[src/rtl/spi_slave_pkg.sv]
// Shared types and constants for the parametrised SPI slave:
// FSM state encoding, command codes and the frame-width helper.
package spi_slave_pkg;

  typedef enum logic [2:0] {
    ST_IDLE      = 3'd0,
    ST_CHK_CMD   = 3'd1,
    ST_WRITE     = 3'd2,
    ST_READ_ADD  = 3'd3,
    ST_READ_DATA = 3'd4
  } state_e;

  localparam logic [1:0] CMD_WR_ADDR = 2'b00;
  localparam logic [1:0] CMD_WR_DATA = 2'b01;
  localparam logic [1:0] CMD_RD_ADDR = 2'b10;
  localparam logic [1:0] CMD_RD_DATA = 2'b11;

  function automatic int frame_w(input int data_w);
    return data_w + 32'sd2;
  endfunction

endpackage

[src/rtl/spi_slave_param_sync.sv]
// N-stage flop synchroniser with a selectable reset level, used on the
// asynchronous SPI inputs before they reach the slave FSM.
module spi_sync #(
  parameter int   STAGES  = 2,
  parameter logic RST_VAL = 1'b0
) (
  input  logic clk,
  input  logic rst_n,
  input  logic d,
  output logic q
);

  logic [STAGES-1:0] ff_q;
  logic [STAGES-1:0] ff_d;

  // shift the raw input one stage further down the chain
  always_comb begin
    ff_d    = ff_q << 1;
    ff_d[0] = d;
  end

  // synchroniser flops
  always_ff @(posedge clk or negedge rst_n) begin
    if (!rst_n) begin
      ff_q <= {STAGES{RST_VAL}};
    end else begin
      ff_q <= ff_d;
    end
  end

  assign q = ff_q[STAGES-1];

endmodule

[src/rtl/spi_slave_param.sv]
// Parametrised SPI slave: deserialises command+payload frames, sequences
// read-address/read-data frames and shifts RAM read data out on MISO.
module spi_slave_param
  import spi_slave_pkg::*;
#(
  parameter int DATA_W      = 8,
  parameter int SYNC_STAGES = 0
) (
  input  logic              clk,
  input  logic              rst_n,
  input  logic              SS_n,
  input  logic              MOSI,
  output logic              MISO,
  output logic [DATA_W+1:0] rx_data,
  output logic              rx_valid,
  input  logic [DATA_W-1:0] tx_data,
  input  logic              tx_valid,
  output logic              busy,
  output logic              frame_err
);

  localparam int W        = frame_w(DATA_W);
  localparam int CNT_W    = $clog2(W + 1);
  localparam int TX_CNT_W = $clog2(DATA_W + 1);

  logic ss_n_s;
  logic mosi_s;

  generate
    if (SYNC_STAGES > 0) begin : g_sync
      spi_sync #(.STAGES(SYNC_STAGES), .RST_VAL(1'b1)) u_sync_ss (
        .clk(clk), .rst_n(rst_n), .d(SS_n), .q(ss_n_s)
      );
      spi_sync #(.STAGES(SYNC_STAGES), .RST_VAL(1'b0)) u_sync_mosi (
        .clk(clk), .rst_n(rst_n), .d(MOSI), .q(mosi_s)
      );
    end else begin : g_nosync
      assign ss_n_s = SS_n;
      assign mosi_s = MOSI;
    end
  endgenerate

  state_e              state_q, state_d;
  logic [W-2:0]        sr_q, sr_d;
  logic [CNT_W-1:0]    cnt_q, cnt_d;
  logic [W-1:0]        rx_data_q, rx_data_d;
  logic                rx_valid_q, rx_valid_d;
  logic                frame_err_q, frame_err_d;
  logic                busy_q, busy_d;
  logic                miso_q, miso_d;
  logic                rd_seen_q, rd_seen_d;
  logic                done_q, done_d;
  logic                tx_wait_q, tx_wait_d;
  logic                tx_act_q, tx_act_d;
  logic [DATA_W-1:0]   tx_sr_q, tx_sr_d;
  logic [TX_CNT_W-1:0] tx_cnt_q, tx_cnt_d;
  logic                last_bit_s;

  assign last_bit_s = (cnt_q == CNT_W'(W - 2));

  // next-state and datapath decode; done_q marks a finished frame or read
  always_comb begin
    state_d     = state_q;
    sr_d        = sr_q;
    cnt_d       = cnt_q;
    rx_data_d   = rx_data_q;
    rx_valid_d  = 1'b0;
    frame_err_d = 1'b0;
    miso_d      = 1'b0;
    rd_seen_d   = rd_seen_q;
    done_d      = done_q;
    tx_wait_d   = tx_wait_q;
    tx_act_d    = tx_act_q;
    tx_sr_d     = tx_sr_q;
    tx_cnt_d    = tx_cnt_q;
    case (state_q)
      ST_IDLE: begin
        done_d    = 1'b0;
        tx_wait_d = 1'b0;
        tx_act_d  = 1'b0;
        if (!ss_n_s) begin
          state_d = ST_CHK_CMD;
        end else begin
          state_d = ST_IDLE;
        end
      end
      ST_CHK_CMD: begin
        if (ss_n_s) begin
          state_d     = ST_IDLE;
          frame_err_d = 1'b1;
        end else begin
          sr_d  = {{(W-2){1'b0}}, mosi_s};
          cnt_d = {CNT_W{1'b0}};
          if (mosi_s == CMD_RD_ADDR[1]) begin
            state_d = rd_seen_q ? ST_READ_DATA : ST_READ_ADD;
          end else begin
            state_d = ST_WRITE;
          end
        end
      end
      ST_WRITE, ST_READ_ADD, ST_READ_DATA: begin
        if (done_q) begin
          if (ss_n_s) begin
            state_d = ST_IDLE;
          end else begin
            state_d = state_q;
          end
        end else if (!tx_wait_q && !tx_act_q) begin
          // a rise coinciding with the last bit still completes the frame
          if (last_bit_s) begin
            rx_data_d  = {sr_q, mosi_s};
            rx_valid_d = 1'b1;
            if (state_q == ST_READ_ADD) begin
              rd_seen_d = 1'b1;
            end else begin
              rd_seen_d = rd_seen_q;
            end
            if (ss_n_s) begin
              state_d = ST_IDLE;
            end else if (state_q == ST_READ_DATA) begin
              tx_wait_d = 1'b1;
            end else begin
              done_d = 1'b1;
            end
          end else if (ss_n_s) begin
            state_d     = ST_IDLE;
            frame_err_d = 1'b1;
          end else begin
            sr_d  = {sr_q[W-3:0], mosi_s};
            cnt_d = cnt_q + CNT_W'(1);
          end
        end else if (ss_n_s) begin
          state_d     = ST_IDLE;
          frame_err_d = 1'b1;
        end else if (tx_wait_q) begin
          if (tx_valid) begin
            tx_sr_d   = tx_data;
            tx_cnt_d  = TX_CNT_W'(DATA_W);
            tx_wait_d = 1'b0;
            tx_act_d  = 1'b1;
          end else begin
            tx_wait_d = 1'b1;
          end
        end else begin
          miso_d   = tx_sr_q[DATA_W-1];
          tx_sr_d  = {tx_sr_q[DATA_W-2:0], 1'b0};
          tx_cnt_d = tx_cnt_q - TX_CNT_W'(1);
          if (tx_cnt_q == TX_CNT_W'(1)) begin
            rd_seen_d = 1'b0;
            done_d    = 1'b1;
            tx_act_d  = 1'b0;
          end else begin
            tx_act_d  = 1'b1;
          end
        end
      end
      default: begin
        state_d = ST_IDLE;
      end
    endcase
    busy_d = (state_d != ST_IDLE);
  end

  // state and registered outputs
  always_ff @(posedge clk or negedge rst_n) begin
    if (!rst_n) begin
      state_q     <= ST_IDLE;
      sr_q        <= '0;
      cnt_q       <= '0;
      rx_data_q   <= '0;
      rx_valid_q  <= 1'b0;
      frame_err_q <= 1'b0;
      busy_q      <= 1'b0;
      miso_q      <= 1'b0;
      rd_seen_q   <= 1'b0;
      done_q      <= 1'b0;
      tx_wait_q   <= 1'b0;
      tx_act_q    <= 1'b0;
      tx_sr_q     <= '0;
      tx_cnt_q    <= '0;
    end else begin
      state_q     <= state_d;
      sr_q        <= sr_d;
      cnt_q       <= cnt_d;
      rx_data_q   <= rx_data_d;
      rx_valid_q  <= rx_valid_d;
      frame_err_q <= frame_err_d;
      busy_q      <= busy_d;
      miso_q      <= miso_d;
      rd_seen_q   <= rd_seen_d;
      done_q      <= done_d;
      tx_wait_q   <= tx_wait_d;
      tx_act_q    <= tx_act_d;
      tx_sr_q     <= tx_sr_d;
      tx_cnt_q    <= tx_cnt_d;
    end
  end

  assign MISO      = miso_q;
  assign rx_data   = rx_data_q;
  assign rx_valid  = rx_valid_q;
  assign busy      = busy_q;
  assign frame_err = frame_err_q;

endmodule
[config.mk]
export PLATFORM = sky130hd
export DESIGN_NAME = spi_slave_param
export DESIGN_NICKNAME = d
export VERILOG_FILES = /design/src/rtl/spi_slave_pkg.sv /design/src/rtl/spi_slave_param_sync.sv /design/src/rtl/spi_slave_param.sv
export SDC_FILE = /design/constraint.sdc
export NUM_CORES = 1
export LEC_CHECK = 0
export ABC_AREA = 1
export BUFFER_PORTS_ARGS = -buffer_cell sky130_fd_sc_hd__clkbuf_2
export CAP_MARGIN = 20
export CORE_MARGIN = 1
export CORE_UTILIZATION = 40
export CTS_CLUSTER_SIZE = 24
export DETAILED_ROUTE_END_ITERATION = 12
export HOLD_SLACK_MARGIN = 0.12
export SLEW_MARGIN = 15
export SYNTH_ARGS = -nofsm -noshare
export SYNTH_HDL_FRONTEND = slang
export SYNTH_SLANG_ARGS = --single-unit
[constraint.sdc]
create_clock -name clk -period 1.8 [get_ports clk]
set_input_delay 0.18 -clock clk [delete_from_list [all_inputs] [get_ports clk]]
set_output_delay 0.18 -clock clk [all_outputs]
set_load 0.05 [all_outputs]
==> Yosys cells after proc, flatten, opt, wreduce, memory -nomap -nowiden <==
Cells that the tools add are included.
{ "totals": {"reg_bits": 46} }
{ "op_classes": {"reduce_logical": 15, "add_sub_neg": 2, "bitwise": 3, "eq_ne": 22, "muxes": 67} }
{ "ops": {"columns": ["op", "n"], "rows": [
  ["$mux W9", 5],
  ["$mux W1", 42],
  ["$mux W4", 7],
  ["$pmux W9 S2", 1],
  ["$mux W8", 2],
  ["$ne A2 B2 Y1 const B", 8],
  ["$ne A3 B3 Y1 const B", 5],
  ["$mux W3", 4],
  ["$reduce_and A6 Y1", 2],
  ["$reduce_and A5 Y1", 2],
  ["$pmux W3 S3", 1],
  ["$pmux W1 S2", 4],
  ["$pmux W4 S2", 1],
  ["$reduce_and A7 Y1", 1],
  ["$eq A3 B2 Y1 const B", 2],
  ["$ne A2 B1 Y1 const B", 3],
  ["$reduce_bool A2 Y1", 3],
  ["$add A4 B1 Y4 const B", 1],
  ["$eq A4 B1 Y1 const B", 1],
  ["$eq A4 B4 Y1 const B", 1],
  ["$reduce_and A4 Y1", 1],
  ["$sub A4 B1 Y4 const B", 1],
  ["$eq A3 B1 Y1 const B", 1],
  ["$eq A3 B3 Y1 const B", 1],
  ["6 further kinds", 9]
]} }

==> Logic depth before layout (Yosys ltp) <==
Gate-level depths: netlist of the first run.
{ "logic_depth": {"word_depth": 7, "mapped_depth": 9} }

==> Least setup slack after synthesis of the first run <==
No wires, ideal clock.
{ "synth_path": {"path_type": "flip-flop to flip-flop", "startpoint": "register state_q[0]", "endpoint": "register cnt_q[3]", "stages_incl_launch_ff": 10, "slack_ns": 0.386, "n_path_buf": 1, "required_ns": 1.683, "arrival_time_ns": 1.297, "setup_ns": 0.117, "cell_sequence": "dfrtp_1 -> nor2_2 -> nand2_1 -> nand2_4 -> inv_2 -> o21ai_4 -> nand2_2 -> buf_6 -> nand2_1 -> nand2_1"} }
{ "synth_between": {"elab_chain_len": 4} }
{ "synth_lines": {"columns": ["item", "line_no", "source"], "rows": [
  ["from (decl)", "spi_slave_param.sv:43", "state_e state_q, state_d;"],
  ["from (signal assigned)", "spi_slave_param.sv:182", "state_q <= state_d;"],
  ["$eq A3 B2 Y1 / $eq A3 B3 Y1 (equally long branches)", "spi_slave_param.sv:76", "case (state_q)"],
  ["$reduce_or A3 Y1", "spi_slave_param.sv:76", null],
  ["$ne A2 B2 Y1 (no source line) / $reduce_bool A2 Y1 (equally long branches)", null, null],
  ["$reduce_and A6 Y1 (no source line)", null, null],
  ["to (signal assigned)", "spi_slave_param.sv:184", "cnt_q <= cnt_d;"],
  ["to (decl)", "spi_slave_param.sv:45", "logic [CNT_W-1:0] cnt_q, cnt_d;"]
]} }
Several ways; a longest one is shown, not always the timed one.
A chain may end at the register's enable or synchronous reset.

==> Worst setup path in the final report of the first run <==
{ "layout_path": {"startpoint": "register state_q[0]", "endpoint": "register sr_q[3]"} }
{ "layout_between": {"elab_chain_len": 4} }
{ "layout_lines": {"columns": ["item", "line_no", "source"], "rows": [
  ["$eq A3 B2 Y1 / $eq A3 B3 Y1 (equally long branches)", "spi_slave_param.sv:76", null],
  ["$reduce_or A3 Y1", "spi_slave_param.sv:76", null],
  ["$ne A2 B2 Y1 (no source line) / $reduce_bool A2 Y1 (equally long branches)", null, null],
  ["$reduce_and A6 Y1 (no source line)", null, null],
  ["to (signal assigned)", "spi_slave_param.sv:183", "sr_q <= sr_d;"],
  ["to (decl)", "spi_slave_param.sv:44", "logic [W-2:0] sr_q, sr_d;"]
]} }
Several ways; a longest one is shown, not always the timed one.

==> impl_metrics.py, run 1 <==
metrics = {
    "cts": {
        "postCtsSetupRepairBufs": 0,
        "cts_tree": "built",
        "clkTransAtPathRegs_ns": 0.08,
        "htree_levels": 2,
        "numClockSinks": 46,
        "insertion_delay_ns": 0.30,
        "clockBufferDepth": 2,
        "cts_buffers": 5,
        "clock_tree.root_cell": "clkbuf_8",
    },
    "global_routing": {
        "antenna_found_initial": 0,
        "grt_pass1_vias": 1696,
        "grt_pass1_wl_um": 7820,
        "grt-ovfl-total": 0,
        "grt_max_degree": 47,
        "grt_usage_pct": 16.5,
    },
    "die": {
        "start_util_pct": 41.4,
        "ioPinCount": 27,
        "core_mm2": 0.00547,
        "dieHeight_um": 77.3,
        "dieArea_mm2": 0.00597,
        "die_x_um": 77.3,
        "floorplan.rows": 27,
    },
    "setup_path": {
        "r2r_start": "state_q[0]$_DFF_PN0_",
        "r2r_end": "sr_q[3]$_DFFE_PN0P_",
        "start_kind": "flip-flop",
        "cp.required_ns": 2.04,
        "rr_worst_depth": 8,
        "arrival_ns": 1.83,
        "crit_fanout": 15,
        "crit_path_start": "state_q[0]$_DFF_PN0_",
        "crit_type": "flip-flop to flip-flop",
        "critPathCaptureType": "flip-flop",
        "reg2reg_slack_ns": 0.21,
    },
    "sta": {
        "rsz0062_at_grt": "no",
        "slew_headroom_pct": 61.8,
        "drv_slew": 0,
        "setup_violations": 0,
        "finalCritPeriodShare_pct": 88.5,
        "tightest_slew_ns": 0.572,
        "report.final.hold_viol_count": 0,
        "fin_crit_ns": 1.59,
        "skew_ns": 0.0109,
        "setup_tns_ns": 0,
        "fmax_mhz": 628,
        "setup_slack_ns": 0.207,
    },
    "run": {
        "cap_viol_max_count": 0,
    },
    "route": {
        "via_per_inst": 4.81,
        "vias": 1828,
        "postRouteAntennaNets": 0,
        "drt_wl_total_um": 4300,
        "drtPass1Iterations": 9,
        "drc": 2,
        "drt-initial-drc-count": 151,
        "routedWlPerCell_um": 11.3,
    },
    "yosys": {
        "synthMostInstantiatedCell": "nand2_1",
        "yosys.cell_types.count": 28,
        "syn_area_per_cell_um2": 8.27,
        "yosys.area.top_type_share_pct": 50.8,
        "yosysWarnings": 0,
        "ys.flop_type": "dfrtp_1",
        "synth.cell_area_mm2": 0.00227,
        "synth_area_leaders": "dfrtp_1 (51%), nand2_1 (11%), nand3_1 (5.7%)",
        "yosys.area.top_type": "dfrtp_1",
        "yosys-top-cells-count": "nand2_1 (66), dfrtp_1 (46), inv_1 (30), nor2_1 (30), nand3_1 (26)",
        "synth-edff-count": 0,
        "ys_ff_latch": 46,
        "ys_seq_area_share_pct": 50.8,
        "syn_nets": 291,
        "synthesis.instances": 274,
        "async_flop_share_pct": 100,
    },
    "layout": {
        "n_antenna_cell": 0,
        "multi_input_area_um2": 951,
        "final_area_mm2": 0.00262,
        "seq_area_mm2": 0.00115,
        "nNetsFinal": 324,
        "fill_cells": 555,
        "drive_gt1_share_pct": 17.9,
        "area.growth.synth_to_final_pct": 15.6,
        "final_util_pct": 47.9,
    },
    "power": {
        "swShare_pct": 38.2,
        "p_int_w": 0.00198,
        "leakagePower_nw": 1.33,
        "power_frac_clock_pct": 20.4,
        "netSwitchingPower_w": 0.00122,
        "comb_power_share_pct": 36.3,
        "power_w": 0.00321,
        "seq_power_share_pct": 43.3,
        "powerDensity_mw_per_mm2": 1220,
        "ir_drop_v": 0.000542,
    },
    "place": {
        "place_area_mm2": 0.00250,
        "preCtsSetupSlack_ns": 0.0703,
        "gp_congestion": 0.886,
        "hpwl_um": 3000,
        "port_buffers": 26,
    },
    "worst_hold_path": {
        "hold_path_depth": 3,
        "hold_path_class": "primary input to flip-flop",
        "min_to": "tx_sr_q[0]$_DFFE_PN0P_",
        "hp-start": "tx_data[0]",
    },
    "run_status": {
        "status": "finished with violations",
        "violations": "DRC",
    },
}
==> power groups by stage <==
stage	logic (W)	clock network, W	registers [W]
CTS	0.00115	0.000681	0.00139
detailed placement	0.00115	0	0.00141
finish	0.00117	0.000653	0.00139
global route	0.00136	0.000711	0.00142
global placement	0.00112	0	0.00141
floorplan	0.000880	0	0.00141
==> registers in the layout, summed over array words and instances, names as in the netlist, 3 cells and up <==
signal,cells
rx_data,10
sr_q,9
tx_sr_q,8
cnt_q,4
tx_cnt_q,4
state_q,3
==> through the flow <==
stage / hold WS (ns) / std cells
final: 0.128 / 380
after global routing: 0.144 / 380
after CTS: 0.122 / 380
after detailed placement: 0.311 / 371
after global placement: 0.308 / 371
after floorplan: -0.116 / 274
==> worst max-delay path by stage <==
stage	cells after the start	endpoint
finish	8	sr_q[3]$_DFFE_PN0P_
global route	8	cnt_q[0]$_DFFE_PN0P_
CTS	7	sr_q[3]$_DFFE_PN0P_
detailed placement	7	sr_q[3]$_DFFE_PN0P_
global placement	7	sr_q[8]$_DFFE_PN0P_
floorplan	9	cnt_q[3]$_DFFE_PN0P_
==> cell type report <==
class	count	share of cell area, %
Tap cell	72	3.44
Clock inverter	1	0.191
Clock buffer	7	3.29
Timing Repair Buffer	36	8.40
Inverter	31	4.44
Sequential cell	46	44.0
Multi-Input combinational cell	187	36.3
==> placed cells by master, fill, tap and decap left out, drive strengths merged <==
master       Yosys  final
nand2           69     69
dfrtp           46     46
nor2            33     33
clkbuf           2     33
inv             31     31
nand3           26     26
o21ai           22     22
a21oi           11     11
buf              8      9
nand4            7      7
mux2i            6      6
ha               4      4
o22ai            2      2
xor2             2      2
a31oi            1      1
nor3             1      1
or2              1      1
xnor2            1      1
nand3b           1      1
clkinv           0      1
dlygate4sd3      0      1
==> timing repair <==
action	CTS	global route
hold buffers	1	0
setup endpoints to repair	0	14
resized for setup	0	5
hold endpoints to repair	46	0
==> logic make-up (layout without fill, tap and decap cells) <==
kind of cell	after synthesis	in the layout	synth area share, %
muxes	6	6	2.65
adders and majority gates	4	4	2.21
buffers and inverters	41	75	7.95
DFF	46	46	50.8
and+or+nand+nor	138	138	26.5
AOI/OAI and AO/OA	36	36	8.78
xor gates and xnor gates	3	3	1.16
==> routing by layer <==
layer / global-route usage, % / vias to the layer above / wire (um)
met2: 25.1 / 47 / 1860
met4: 7.36 / 0 / 67
met5: 0 / - / 0
met3: 2.50 / 5 / 179
li1: - / 947 / -
met1: 23.0 / 829 / 2190
==> critical path: stages (launching register included) <==
cell	delay (ns)
dfrtp_2	0.45
nor2_2	0.15
nand2_1	0.12
nand2_4	0.11
inv_2	0.13
o21ai_4	0.19
buf_4	0.21
nand3_1	0.09
nand2_1	0.09
No activity file was read; power rests on OpenSTA's default activity.
==> run 2: changes to the inputs <==
==> constraint.sdc (replaced) <==
create_clock -name clk -period 1.8 [get_ports clk]
set_input_delay 0.36 -clock clk [delete_from_list [all_inputs] [get_ports clk]]
set_output_delay 0.36 -clock clk [all_outputs]
set_load 0.05 [all_outputs]
==> impl_metrics.py, run 2 (synthesized netlist as in run 1, its figures left out) <==
metrics = {
    "setup_path": {
        "critPathCaptureType": "flip-flop",
        "cp.required_ns": 2.03,
        "start_kind": "flip-flop",
        "arrival_ns": 1.85,
        "crit_path_start": "state_q[2]$_DFF_PN0_",
        "crit_type": "flip-flop to flip-flop",
        "r2r_start": "state_q[2]$_DFF_PN0_",
        "crit_fanout": 23,
    },
    "layout": {
        "final_area_mm2": 0.00266,
        "final_cell_mix": "nand2_1 (65), dfrtp_1 (45), inv_1 (30), nor2_1 (30)",
        "area.growth.synth_to_final_pct": 17.2,
        "nNetsFinal": 324,
        "final_common_cell": "nand2_1",
        "largest_reg_flops": 10,
        "n_antenna_cell": 0,
        "final_util_pct": 48.5,
        "drive_gt1_share_pct": 17.9,
    },
    "power": {
        "leakagePower_nw": 1.33,
        "ir_drop_v": 0.000635,
        "power_w": 0.00334,
        "powerDensity_mw_per_mm2": 1260,
    },
    "die": {
        "die_x_um": 77.3,
        "dieHeight_um": 77.3,
        "dieArea_mm2": 0.00597,
        "floorplan.rows": 27,
        "ioPinCount": 27,
        "core_mm2": 0.00547,
        "start_util_pct": 41.4,
    },
    "route": {
        "drc": 2,
        "postRouteAntennaNets": 0,
        "met3_length_um": 193,
        "routedWlPerCell_um": 11.6,
        "wirelength_met1_um": 2210,
        "vias": 1817,
        "via_per_inst": 4.78,
        "wl_met2_um": 1930,
        "drt-initial-drc-count": 117,
        "drt_wl_total_um": 4400,
        "drtPass1Iterations": 8,
        "highest_layer": "met4",
    },
    "cts": {
        "clkTransAtPathRegs_ns": 0.09,
        "postCtsSetupRepairBufs": 0,
        "htree_levels": 2,
        "insertion_delay_ns": 0.30,
        "clockBufferDepth": 2,
        "clock_tree.root_cell": "clkbuf_8",
        "cts_tree": "built",
        "cts_buffers": 5,
        "numClockSinks": 46,
    },
    "global_routing": {
        "grt-ovfl-total": 0,
        "grt_pass1_vias": 1668,
        "antenna_found_initial": 0,
        "grt_pass1_wl_um": 7670,
        "grt_usage_pct": 16.3,
        "grt_max_degree": 33,
    },
    "run": {
        "cap_viol_max_count": 0,
    },
    "sta": {
        "drv_slew": 0,
        "setup_tns_ns": 0,
        "report.final.hold_viol_count": 0,
        "fin_crit_ns": 1.62,
        "finalCritPeriodShare_pct": 90.3,
        "slew_headroom_pct": 69.1,
        "skew_ns": 0.00745,
        "tightest_slew_ns": 0.459,
        "fmax_mhz": 615,
        "rsz0062_at_grt": "no",
        "hold_ws_ns": 0.293,
        "setup_violations": 0,
    },
    "worst_hold_path": {
        "hold_path_class": "primary input to flip-flop",
        "hp-start": "tx_data[0]",
    },
    "run_status": {
        "violations": "DRC",
        "status": "finished with violations",
    },
    "place": {
        "place_area_mm2": 0.00252,
        "port_buffers": 26,
        "gp_congestion": 0.890,
        "hpwl_um": 3140,
    },
}
[run 2: area by class of cell]
cell class                 count  area, um^2
clock buffer                   5        68.8
clock inverter                 3        45.0
fill                         543        2820
inverter                      31         116
multi-input combinational    187         951
sequential                    46        1150
tap                           72        90.1
timing repair buffer          36         233
[run 2: layer usage]
layer / GRT usage (%) / up-vias
met5: 0 / -
met4: 6.79 / 0
met3: 3.45 / 7
met2: 25.0 / 39
met1: 22.2 / 827
li1: - / 944
[run 2: power breakdown]
part / internal [W] / total (W) / switching, W
combinational: 0.000425 / 0.00117 / 0.000749
sequential: 0.00125 / 0.00139 / 0.000139
clock: 0.000413 / 0.000774 / 0.000361
[run 2: per-stage QoR]
step | cells | setup slack (ns)
after global routing | 380 | 0.0501
after floorplan | 274 | 0.386
final | 380 | 0.175
after global placement | 371 | 0.0657
after detailed placement | 371 | 0.00601
after CTS | 380 | 0.139
[run 2: path summary, 6_finish.rpt]
path / end / slack (ns) / depth (start not counted)
min in group asynchronous: busy$_DFF_PN0_ / 0.51 / 2
setup / recovery: tx_sr_q[3]$_DFFE_PN0P_ / 0.18 / 9
hold reg to reg: sr_q[4]$_DFFE_PN0P_ / 0.48 / 2
hold / removal: tx_sr_q[0]$_DFFE_PN0P_ / 0.29 / 3
setup reg to reg: tx_sr_q[3]$_DFFE_PN0P_ / 0.18 / 9
max in group asynchronous: tx_cnt_q[3]$_DFFE_PN0P_ / 0.78 / 3
[run 2: critical path, cell delays in order, from the launching register on]
cell	delay (ns)
dfrtp_1	0.42
inv_1	0.16
nand2_1	0.13
nand2_4	0.13
buf_4	0.16
nand2_2	0.10
nor2_4	0.12
buf_12	0.15
nor2_1	0.05
a21oi_1	0.12
[run 2: repair_timing]
action,in CTS,in global routing
resized for setup,1,3
hold endpoints to repair,14,0
hold buffers,1,0
endpoints found under the setup margin,1,12
==> run 3: changes to the inputs <==
CORE_UTILIZATION = 50   (was 40)
GPL_TIMING_DRIVEN = 0   (was default)
PLACE_DENSITY = 0.7   (was default)
==> impl_metrics.py, run 3 (synthesized netlist as in run 1, its figures left out) <==
metrics = {
    "worst_hold_path": {
        "hold_path_depth": 3,
        "hold_path_class": "primary input to flip-flop",
    },
    "layout": {
        "multi_input_area_um2": 938,
        "seq_area_mm2": 0.00115,
        "area.growth.synth_to_final_pct": 15.6,
        "stdcell_count": 366,
        "final_cell_mix": "nand2_1 (66), dfrtp_1 (45), inv_1 (30)",
        "nNetsFinal": 330,
        "drive_gt1_share_pct": 19.1,
        "final_common_cell": "nand2_1",
        "n_antenna_cell": 0,
        "largest_reg_flops": 10,
        "fill_cells": 404,
    },
    "setup_path": {
        "start_kind": "flip-flop",
        "rr_worst_depth": 9,
        "critPathCaptureType": "flip-flop",
        "arrival_ns": 1.85,
        "crit_end": "cnt_q[3]$_DFFE_PN0P_",
        "crit_type": "flip-flop to flip-flop",
        "crit_path_start": "state_q[2]$_DFF_PN0_",
        "crit_fanout": 10,
        "r2r_start": "state_q[2]$_DFF_PN0_",
        "reg2reg_slack_ns": 0.15,
        "r2r_end": "cnt_q[3]$_DFFE_PN0P_",
        "cp.required_ns": 2.00,
    },
    "sta": {
        "rsz0062_at_grt": "no",
        "tightest_slew_ns": 0.607,
        "skew_ns": 0.00268,
        "finalCritPeriodShare_pct": 91.9,
        "slew_headroom_pct": 59.5,
        "fin_crit_ns": 1.65,
        "drv_slew": 0,
        "setup_violations": 0,
        "setup_tns_ns": 0,
        "fmax_mhz": 604,
        "report.final.hold_viol_count": 0,
    },
    "cts": {
        "clock_tree.root_cell": "clkbuf_8",
        "clockBufferDepth": 2,
        "numClockSinks": 46,
        "clkTransAtPathRegs_ns": 0.08,
        "htree_levels": 2,
        "cts_buffers": 5,
        "insertion_delay_ns": 0.30,
        "cts_tree": "built",
    },
    "run_status": {
        "status": "complete, no violations",
    },
    "route": {
        "postRouteAntennaNets": 0,
        "drt-initial-drc-count": 117,
        "via_per_inst": 5.19,
        "vias": 1899,
        "drc": 0,
        "drt_wl_total_um": 4640,
        "routedWlPerCell_um": 12.7,
        "drtPass1Iterations": 4,
    },
    "power": {
        "power_w": 0.00327,
        "leakagePower_nw": 1.34,
        "powerDensity_mw_per_mm2": 1250,
        "ir_drop_v": 0.000786,
    },
    "place": {
        "dp_cells": 353,
        "port_buffers": 26,
        "hpwl_um": 3300,
        "gp_congestion": 0.849,
    },
    "die": {
        "ioPinCount": 27,
        "start_util_pct": 52.1,
        "die_x_um": 69.3,
        "dieHeight_um": 69.3,
        "dieArea_mm2": 0.00481,
        "floorplan.rows": 24,
        "core_mm2": 0.00435,
    },
    "global_routing": {
        "grt_usage_pct": 20.7,
        "grt-ovfl-total": 0,
        "grt_pass1_vias": 1755,
        "grt_max_degree": 27,
        "grt_pass1_wl_um": 7950,
        "antenna_found_initial": 0,
    },
    "run": {
        "cap_viol_max_count": 0,
    },
}
## run 3: layout make-up
cell class,count,share of cell area (%)
multi-input cells,187,35.8
well taps,52,2.48
repair buffers,32,7.16
clock inverters,2,0.478
plain buffers,10,2.48
clock buffers,6,3.15
flip-flops and latches,46,44.0
inverters,31,4.44
## run 3: worst min path at each step
stage	slack [ns]	to	start
finish	0.29	tx_sr_q[0]$_DFFE_PN0P_	tx_data[0]
global route	0.32	tx_sr_q[0]$_DFFE_PN0P_	tx_data[0]
CTS	0.29	tx_sr_q[0]$_DFFE_PN0P_	tx_data[0]
detailed placement	0.38	MISO$_DFF_PN0_	rst_n
global placement	0.46	sr_q[6]$_DFFE_PN0P_	sr_q[6]$_DFFE_PN0P_
floorplan	0.06	MISO$_DFF_PN0_	rst_n
## run 3: per-stage QoR
stage | util, % | area [um^2] | worst slack [ns] | hold slack [ns]
floorplan | - | 2270 | 0.386 | 0.0644
CTS | 59.4 | 2590 | 0.0833 | 0.290
global route | 60.2 | 2620 | 0.00268 | 0.315
global placement | 56.6 | 2460 | 0.181 | 0.455
detailed placement | 57.0 | 2480 | 0.0970 | 0.384
finish | 60.2 | 2620 | 0.146 | 0.291
## run 3: worst max-delay path, stage by stage, from the launching register on
cell and delay [ns]:
dfrtp_1 0.43, inv_1 0.17, nand2_1 0.14, nand2_4 0.12, inv_2 0.09, o21ai_4 0.22
nand2_2 0.12, buf_6 0.16, nand2_1 0.06, nand2_1 0.05
## run 3: repair_timing
action / in CTS / in global routing
buffers inserted: 0 / 4
hold buffers: 1 / 0
resized for setup: 0 / 4
setup endpoints to repair: 0 / 21
hold endpoints to repair: 20 / 0
## run 3: layer usage
layer,track usage (%),wire length (um),vias to the layer above
met1,28.8,2210,897
met5,0,0,-
met3,4.65,179,9
li1,-,-,956
met4,8.39,109,0
met2,31.5,2130,37
## run 3: power by group
| part | switching [W] | internal (W) |
|---|---|---|
| clock | 0.000357 | 0.000309 |
| sequential | 0.000141 | 0.00125 |
| combinational | 0.000756 | 0.000450 |
